$ cat src/rtl/vga_pattern_gen.sv
// rtl/vga_pattern_gen.sv - VGA test-pattern generator with frame-synchronous mode switching
module vga_pattern_gen #(
    parameter int COLOR_W     = 4,
    parameter int STRIPE_LOG2 = 4,
    parameter int CNT_W       = 11,
    parameter int SCROLL_DIV  = 1
) (
    input  logic               clk,
    input  logic               clr,
    input  logic               vidon,
    input  logic [CNT_W-1:0]   hc,
    input  logic [CNT_W-1:0]   vc,
    input  logic [1:0]         mode_req,
    input  logic               mode_stb,
    output logic [COLOR_W-1:0] red,
    output logic [COLOR_W-1:0] green,
    output logic [COLOR_W-1:0] blue,
    output logic [1:0]         mode_act,
    output logic               frame_tick
);

    localparam int DIV_W = (SCROLL_DIV > 1) ? $clog2(SCROLL_DIV) : 1;
    localparam logic [DIV_W-1:0] DIV_LAST = DIV_W'(SCROLL_DIV - 1);

    localparam logic [1:0] MODE_HSTRIPE = 2'd0;
    localparam logic [1:0] MODE_VSTRIPE = 2'd1;
    localparam logic [1:0] MODE_CHECKER = 2'd2;
    localparam logic [1:0] MODE_SCROLL  = 2'd3;

    logic [1:0]       mode_pend;
    logic             pend_vld;
    logic [CNT_W-1:0] offset;
    logic [DIV_W-1:0] div_cnt;
    logic [CNT_W-1:0] vsum;
    logic             fb;
    logic             s;

    assign fb   = (hc == '0) && (vc == '0);
    assign vsum = vc + offset;

    always_comb begin
        s = 1'b0;
        case (mode_act)
            MODE_HSTRIPE: s = vc[STRIPE_LOG2];
            MODE_VSTRIPE: s = hc[STRIPE_LOG2];
            MODE_CHECKER: s = hc[STRIPE_LOG2] ^ vc[STRIPE_LOG2];
            MODE_SCROLL:  s = vsum[STRIPE_LOG2];
            default:      s = 1'b0;
        endcase
    end

    always_ff @(posedge clk) begin
        if (clr) begin
            red        <= '0;
            green      <= '0;
            blue       <= '0;
            mode_act   <= MODE_HSTRIPE;
            mode_pend  <= MODE_HSTRIPE;
            pend_vld   <= 1'b0;
            offset     <= '0;
            div_cnt    <= '0;
            frame_tick <= 1'b0;
        end else begin
            red        <= (vidon && s) ? '1 : '0;
            green      <= (vidon && s) ? '1 : '0;
            blue       <= '0;
            frame_tick <= fb;

            // A strobe landing on the boundary itself bypasses the pending slot.
            if (fb) begin
                if (mode_stb)
                    mode_act <= mode_req;
                else if (pend_vld)
                    mode_act <= mode_pend;
                pend_vld <= 1'b0;
            end else if (mode_stb) begin
                mode_pend <= mode_req;
                pend_vld  <= 1'b1;
            end

            if (fb) begin
                if (div_cnt == DIV_LAST) begin
                    div_cnt <= '0;
                    offset  <= offset + 1'b1;
                end else begin
                    div_cnt <= div_cnt + 1'b1;
                end
            end
        end
    end

endmodule

$ cat config.mk
export PLATFORM = sky130hd
export DESIGN_NAME = vga_pattern_gen
export DESIGN_NICKNAME = d
export VERILOG_FILES = /design/src/rtl/vga_pattern_gen.sv
export SDC_FILE = /design/constraint.sdc
export NUM_CORES = 1
export LEC_CHECK = 0
export ABC_CLOCK_PERIOD_IN_PS = 5700
export BUFFER_PORTS_ARGS = -buffer_cell sky130_fd_sc_hd__buf_2
export CORE_ASPECT_RATIO = 1.2
export CORE_MARGIN = 3
export CORE_UTILIZATION = 30
export DETAILED_ROUTE_END_ITERATION = 10
export PLACE_DENSITY = 0.69
export RECOVER_POWER = 25
export SYNTH_ARGS = -nofsm -noshare
export SYNTH_HDL_FRONTEND = slang
export SYNTH_SLANG_ARGS = --single-unit
$ cat constraint.sdc
create_clock -name clk -period 5.7 [get_ports clk]
set_clock_uncertainty 0.15 [all_clocks]
set_input_delay 1.14 -clock clk [delete_from_list [all_inputs] [get_ports clk]]
set_output_delay 1.14 -clock clk [all_outputs]
set_load 0.03 [all_outputs]
==> results of run 1 <==
[state kept, by name (all words and copies together), names as in the netlist]
name	count
offset	5
pend_vld	1
frame_tick	1
mode_pend	2
green	1
mode_act	2
[per-layer routing]
metal,track usage,vias to the layer above
met4,0.06709,0
met2,0.2065,18
met1,0.1194,367
met5,0,-
li1,-,416
met3,0.02148,4
[metrics by stage]
step                      hold slack (ns)    util
after global routing               0.3698  0.3986
final                              0.3555  0.3986
after global placement             0.3417  0.3919
after CTS                          0.3573  0.4013
after floorplan                    0.3184       -
after detailed placement           0.3510  0.3919
[layout by cell type (no fill, tap or decap), types with 3 or more instances in the layout]
cell type and n:
or4_1 4, ha_1 4, clkbuf_1 5, o31ai_1 3, inv_1 3, dfxtp_1 12, nor2_1 4, nor3_1 6
nand2_1 6, nand3_1 6, nor4_1 4, conb_1 4, clkbuf_4 3, buf_2 33, a21oi_1 6
[worst reg2reg max path, cell delays in order (launching register included)]
cell and delay, ns:
dfxtp_1 0.34, ha_1 0.28, nand3_1 0.08, a211oi_1 0.29
xnor2_1 0.16, a31oi_1 0.09
[final timing paths]
kind,slack [ns],cells past startpoint,to
worst max-delay path,2.89,5,mode_act[1]
worst min-delay path,0.36,2,offset[4]
worst max register to register,4.21,5,green[2]
worst min register to register,0.36,2,offset[4]
[power by group]
part	internal, µW	switching (µW)
sequential	85.9	1.05
clock	24.4	26.1
combinational	12.6	18.9
[layout make-up]
cell class              instances  area [µm²]  area share
clock buffers                   3       22.52     0.02353
inverters                       3       11.26     0.01176
multi-input cells              71       460.4      0.4810
flip-flops and latches         12       240.2      0.2510
well taps                      31       38.79     0.04052
repair buffers                 38       183.9      0.1922
[logic make-up (layout without fill, tap and decap cells)]
| group | count (synthesis) | in the layout | share of synthesized area |
|---|---|---|---|
| simple gates | 40 | 40 | 0.2848 |
| compound gates | 18 | 18 | 0.1487 |
| buf+inv | 18 | 44 | 0.1377 |
| flops | 12 | 12 | 0.3005 |
| fa+ha+maj | 4 | 4 | 0.06260 |
| mux | 3 | 3 | 0.03912 |
| xor+xnor | 2 | 2 | 0.02191 |
| other cells | 1 | 4 | 0.004690 |
==> results.ini, run 1 <==
[status]
status=complete, no violations

[route]
routed_via_density=5.095
drc_errors=0
dr_wl_met3_um=81
drtIter0Drc=18
highest_layer=met4
m1WireLength_um=682
dr.pass1.iters=4
wl_um=1765
wl_met2_um=961
dr_total_vias=805
ant_nets=0
wl_per_cell_um=11.17

[worst_setup_path]
required_ns=5.75
cp_top_family=simple AND/OR/NAND/NOR gates
startpoint_type=primary input
r2r-start=offset[1]
crit_type=primary input to flop
slowest_delay_ns=0.56
path_max_fanout=17
worstPathArrival_ns=2.87
worst_path_max_delay_cell=or4_1
end_kind=flop
crit_buf_inv=1
cp-startpoint=hc[1]
path_cells=buf_2, or4_4, or2_1, or4_1, a21oi_1

[power_and_ir_drop]
power_density_nw_per_um2=176.6
ir_worst_vdd_v=0.00007722
power_uw=169.0
p_leak_uw=0.0004144

[timing]
rsz0062_at_grt=false
max_freq_mhz=355.5
tightest_slew_ns=0.5725
timing.final.crit_share=0.4935
finalHoldViolCount=0
period_needed_ns=2.813
finalSetupViolations=0
slew_violations=0
fin_tns_setup_ns=0
worst_slack_ns=2.887
relSlewSlack=0.6172

[placed_design]
dpl_cell_area_um2=940.9
io_buffers=38
post-dp-hpwl_um=1462
dp_slack_ns=2.622
routabilityCongestion=0.7409
placed_cells=155

[clock_tree]
worst_skew_pair.late_latency_ns=0.26
postCtsSetupBuffers=0
cts_buffers=3
cts_resized=0
tritoncts=done
h-tree-depth=1
cts.sinks=12
cts.clk_slew.worst_paths_ns=0.07
postCtsHoldBufs=0
cts_root_buf=clkbuf_4
clk_path_buf_depth=2

[yosys]
synth_flop_cell=dfxtp_1
yosysSeqAreaShare=0.3005
synth_top_area_share=0.3005
synth_cell_types=36
postSynthRegisterBits=12
synth_most_common_cell=dfxtp_1
synth-async-reset-ratio=0
yosys_warnings=0
syn_area_um2=799.5
yosys-top-cells-area=dfxtp_1, buf_4, ha_1, a21oi_1, nand3_1
syn_inst=98
synth_area_per_cell_um2=8.158
synth_common_cells=dfxtp_1, buf_4
yosysTopAreaCell=dfxtp_1
synth_edf_count=0

[finish]
num-fill-cells=242
final_design_area_no_fill_um2=957.2
nNetsFinal=161
final_cells=158
syn2layout_area_growth_pct=19.72
drive_gt1_frac=0.3071
diodes=0

[global_route]
grt_max_degree=19
track_usage=0.1157
grt_remaining_overflow=0
grt_pass1_wl_um=2932
grt_pass1_vias=723
antenna_found_initial=0

[die]
io_pins=43
die_area_um2=3323
fp.dieW_um=53.13
initial_core_util=0.3330
die_h_um=62.55
core-area_um2=2401
rows=19

[min_path]
holdCritPathClass=flop to flop
hold_start=offset[4]

[flow_run]
maxCapViolCount=0

No activity file was read; power rests on OpenSTA's default activity.
==> inputs of run 2 (changes only) <==
Settings changed: ABC_CLOCK_PERIOD_IN_PS 5700 to 2700.
Clock period 5.7 ns to 2.7 ns, I/O delays scaled along.
==> run 2 against run 1 <==
Die area is the same. Global-route usage up 0.18 points. Register-to-register slack worse by 3.0 ns. Sequential power grew 110%. Via count unchanged. Critical path depth did not move. Wire length is 6.3% higher. Final cell count increased by 0.63%. Core utilization increased by 0.36 points. Critical endpoint unchanged. Largest cell class unchanged.
==> results.ini, run 2 (synthesis gave the netlist of run 1 again) <==
[status]
status=complete, no violations

[power_and_ir_drop]
ir_worst_vdd_v=0.0001535
p_sw_frac=0.2791
cellInternalPower_uw=259.7
p_leak_uw=0.0004213
p_seq_frac=0.509
p_switching_uw=100.6
power_density_nw_per_um2=373.0
clock_power_share=0.306
combPwrFrac=0.186

[placed_design]
io_buffers=38
routabilityCongestion=0.7090
post-dp-hpwl_um=1524

[worst_setup_path]
crit_type=primary input to flop
worstPathArrival_ns=2.27
end_kind=flop
required_ns=2.76
startpoint_type=primary input
path_max_fanout=17

[clock_tree]
cts.clk_slew.worst_paths_ns=0.07
cts_resized=0
cts_buffers=3
h-tree-depth=1
cts_root_buf=clkbuf_4
postCtsHoldBufs=0
tritoncts=done
postCtsSetupBuffers=0
worst_skew_pair.late_latency_ns=0.27
cts.sinks=12
clk_path_buf_depth=2

[route]
drc_errors=0
drtIter0Drc=10
dr.pass1.iters=4
routed_via_density=5.063
ant_nets=0
wl_um=1876
dr_total_vias=805
wl_per_cell_um=11.80

[timing]
timing.final.crit_share=0.8185
slew_violations=0
finalSetupViolations=0
rsz0062_at_grt=false
period_needed_ns=2.210
timing.hold.ws_ns=0.3561
fin_tns_setup_ns=0
max_freq_mhz=452.5
finalHoldViolCount=0

[die]
io_pins=43
initial_core_util=0.3330
die_h_um=62.55
fp.dieW_um=53.13
core-area_um2=2401
rows=19
die_area_um2=3323

[global_route]
grt_max_degree=19
grt_remaining_overflow=0
antenna_found_initial=0
track_usage=0.1176
grt_pass1_vias=754
grt_pass1_wl_um=3042

[finish]
final_common_cell=buf_2
layout_common_cells=buf_2, dfxtp_1
syn2layout_area_growth_pct=20.81
largest_reg_flops=5
nNetsFinal=162
drive_gt1_frac=0.3203
top_regs=offset: 5 flops, mode_act: 2 flops, mode_pend: 2 flops
diodes=0
top_register=offset

[flow_run]
maxCapViolCount=0

[min_path]
holdCritPathClass=flop to flop

[run 2: worst paths after layout]
| kind | cells past startpoint | to | slack [ns] | startpoint |
|---|---|---|---|---|
| worst min-delay path | 2 | offset[4] | 0.36 | offset[4] |
| worst max-delay path | 5 | mode_act[1] | 0.49 | hc[1] |
| worst min register to register | 2 | offset[4] | 0.36 | offset[4] |
| worst max register to register | 5 | green[2] | 1.17 | offset[1] |
[run 2: power by group through the flow]
stage | Sequential (µW) | Combinational [µW] | Clock [µW]
final | 183 | 66.9 | 110
after global routing | 184 | 73.8 | 121
after CTS | 183 | 67.3 | 111
after detailed placement | 188 | 67.1 | 0
after global placement | 187 | 64.7 | 0
after floorplan | 188 | 45.6 | 0
[run 2: metal layers]
metal  part of all wire  global-route usage  wire, µm
met5                  0                   0         0
met4              0.021             0.06390        39
met3              0.045             0.02148        84
met2               0.55              0.2081      1027
met1               0.39              0.1250       725
[run 2: final cells by class]
type,instances,area [µm²]
well taps,31,38.79
flip-flops and latches,12,240.2
inverters,3,11.26
repair buffers,39,192.7
clock buffers,3,22.52
fillers,255,1435
multi-input cells,71,460.4
[run 2: per-stage QoR]
step           utilization  cells  instance area [µm²]  setup slack (ns)  total power (µW)
5_1_grt             0.4023    159                965.9            0.4152             378.9
6_report            0.4023    159                965.9            0.4901             360.3
3_5_place_dp        0.3950    156                948.4            0.2201             254.7
2_1_floorplan            -    101                810.8            0.4744             234.0
4_1_cts             0.4044    159                970.9            0.4942             361.3
3_3_place_gp        0.3950    156                948.4            0.2583             252.0
[run 2: worst max-delay path, cell delays in order]
cell     delay [ns]
buf_2          0.10
or4_4          0.52
or2_1          0.40
or4_1          0.56
a21oi_1        0.14
==> inputs of run 3 (changes only) <==
Settings changed: ABC_CLOCK_PERIOD_IN_PS 2700 to 1940, PLACE_DENSITY 0.69 to 0.72.
Clock period 2.7 ns to 1.94 ns, I/O delays scaled along.
==> run 3 against run 2 <==
Wire length increased by 3.2%. Clock power increased by 83%. Sequential power increased by 39%. Combinational power increased by 46%. Final area increased by 5.6%. Register-to-register slack got worse by 0.75 ns. Hold slack got worse by 0.13 ns. Global-route usage increased by 0.91 points. Largest power group unchanged.
==> results.ini, run 3 (synthesis gave the netlist of run 1 again) <==
[status]
status=complete, no violations

[finish]
drive_gt1_frac=0.3582
largest_reg_flops=5
layout_common_cells=buf_2, dfxtp_1
diodes=0
final_common_cell=buf_2
syn2layout_area_growth_pct=27.54
nNetsFinal=167
top_regs=offset: 5 flops, mode_act: 2 flops, mode_pend: 2 flops
final_cells=165
final_design_area_no_fill_um2=1020
top_register=offset

[global_route]
antenna_found_initial=0
track_usage=0.1267
grt_pass1_wl_um=3256
grt_pass1_vias=794
grt_max_degree=16
grt_remaining_overflow=0

[worst_setup_path]
startpoint_type=primary input
reg2reg_to=green[2]
crit_type=primary input to flop
critPathCapture=mode_pend[1]
required_ns=2.01
cp-startpoint=hc[1]
end_kind=flop
ff2ff_path_depth=5
r2r_setup_slack_ns=0.42
r2r-start=offset[1]
worstPathArrival_ns=1.89
path_max_fanout=15

[die]
die_area_um2=3323
fp.dieW_um=53.13
rows=19
io_pins=43
die_h_um=62.55
core-area_um2=2401
initial_core_util=0.3330

[route]
wl_um=1936
routed_via_density=5.036
ant_nets=0
wl_per_cell_um=11.73
dr_total_vias=831
drc_errors=0
dr.pass1.iters=4
drtIter0Drc=10

[clock_tree]
cts_root_buf=clkbuf_4
cts_buffers=3
h-tree-depth=1
clk_path_buf_depth=2
tritoncts=done
cts.clk_slew.worst_paths_ns=0.08
postCtsHoldBufs=0
cts.sinks=12
worst_skew_pair.late_latency_ns=0.27

[timing]
worst_slack_ns=0.1221
period_needed_ns=1.818
fin_tns_setup_ns=0
finalHoldViolCount=0
timing.final.crit_share=0.9371
finalSetupViolations=0
rsz0062_at_grt=false
max_freq_mhz=550.1
slew_violations=0

[power_and_ir_drop]
p_leak_uw=0.0004518
combPwrFrac=0.176
ir_worst_vdd_v=0.0002445
p_sw_frac=0.2651
power_density_nw_per_um2=542.9
clock_power_share=0.363
p_switching_uw=146.7
cellInternalPower_uw=406.9
p_seq_frac=0.461
power_uw=553.6

[placed_design]
post-dp-hpwl_um=1589
routabilityCongestion=0.7499
io_buffers=38
dp_slack_ns=-0.2784
placed_cells=161
dpl_cell_area_um2=985.9

[flow_run]
maxCapViolCount=0

[min_path]
holdCritPathClass=primary input to flop

==> run 3: per-stage QoR <==
step	util	hold slack, ns
global route	0.4247	0.2489
finish	0.4247	0.2265
CTS	0.4257	0.2242
floorplan	-	0.3184
global placement	0.4106	0.3357
detailed placement	0.4106	0.3441
==> run 3: critical path: stages <==
cell	delay, ns
buf_2	0.09
or4_4	0.52
or2_4	0.33
or4b_1	0.47
nand3_1	0.08
==> run 3: repair_timing <==
action / CTS / global route
gates resized for setup: 0 / 2
setup buffers: 0 / 0
setup endpoints to repair: 0 / 8
==> run 3: layer usage <==
metal | vias to the layer above | global-route usage | part of all wire
met5 | - | 0 | 0
met4 | 0 | 0.06390 | 0.019
met3 | 4 | 0.02148 | 0.049
met2 | 19 | 0.2252 | 0.54
met1 | 384 | 0.1370 | 0.40
li1 | 424 | - | -
==> run 3: area by class of cell <==
type | instances | area [µm²]
fillers | 254 | 1381
multi-input cells | 71 | 462.9
inverters | 3 | 11.26
flip-flops and latches | 12 | 240.2
well taps | 31 | 38.79
clock buffers | 4 | 36.28
repair buffers | 44 | 230.2
==> run 3: how the worst min path moves through the flow <==
stage	to	slack [ns]	from	cells past startpoint
2_1_floorplan	offset[1]	0.32	offset[1]	2
3_3_place_gp	offset[4]	0.34	offset[4]	2
3_5_place_dp	offset[4]	0.34	offset[4]	2
4_1_cts	green[2]	0.22	vidon	3
5_1_grt	green[2]	0.25	vidon	3
6_report	green[2]	0.23	vidon	3
==> run 3: power by group through the flow <==
stage / Combinational, µW / Clock [µW] / Sequential (µW)
after floorplan: 63.7 / 0 / 262
after detailed placement: 97.1 / 0 / 261
final: 97.5 / 201 / 255
after CTS: 97.6 / 205 / 255
after global placement: 93.9 / 0 / 261
after global routing: 108 / 220 / 256
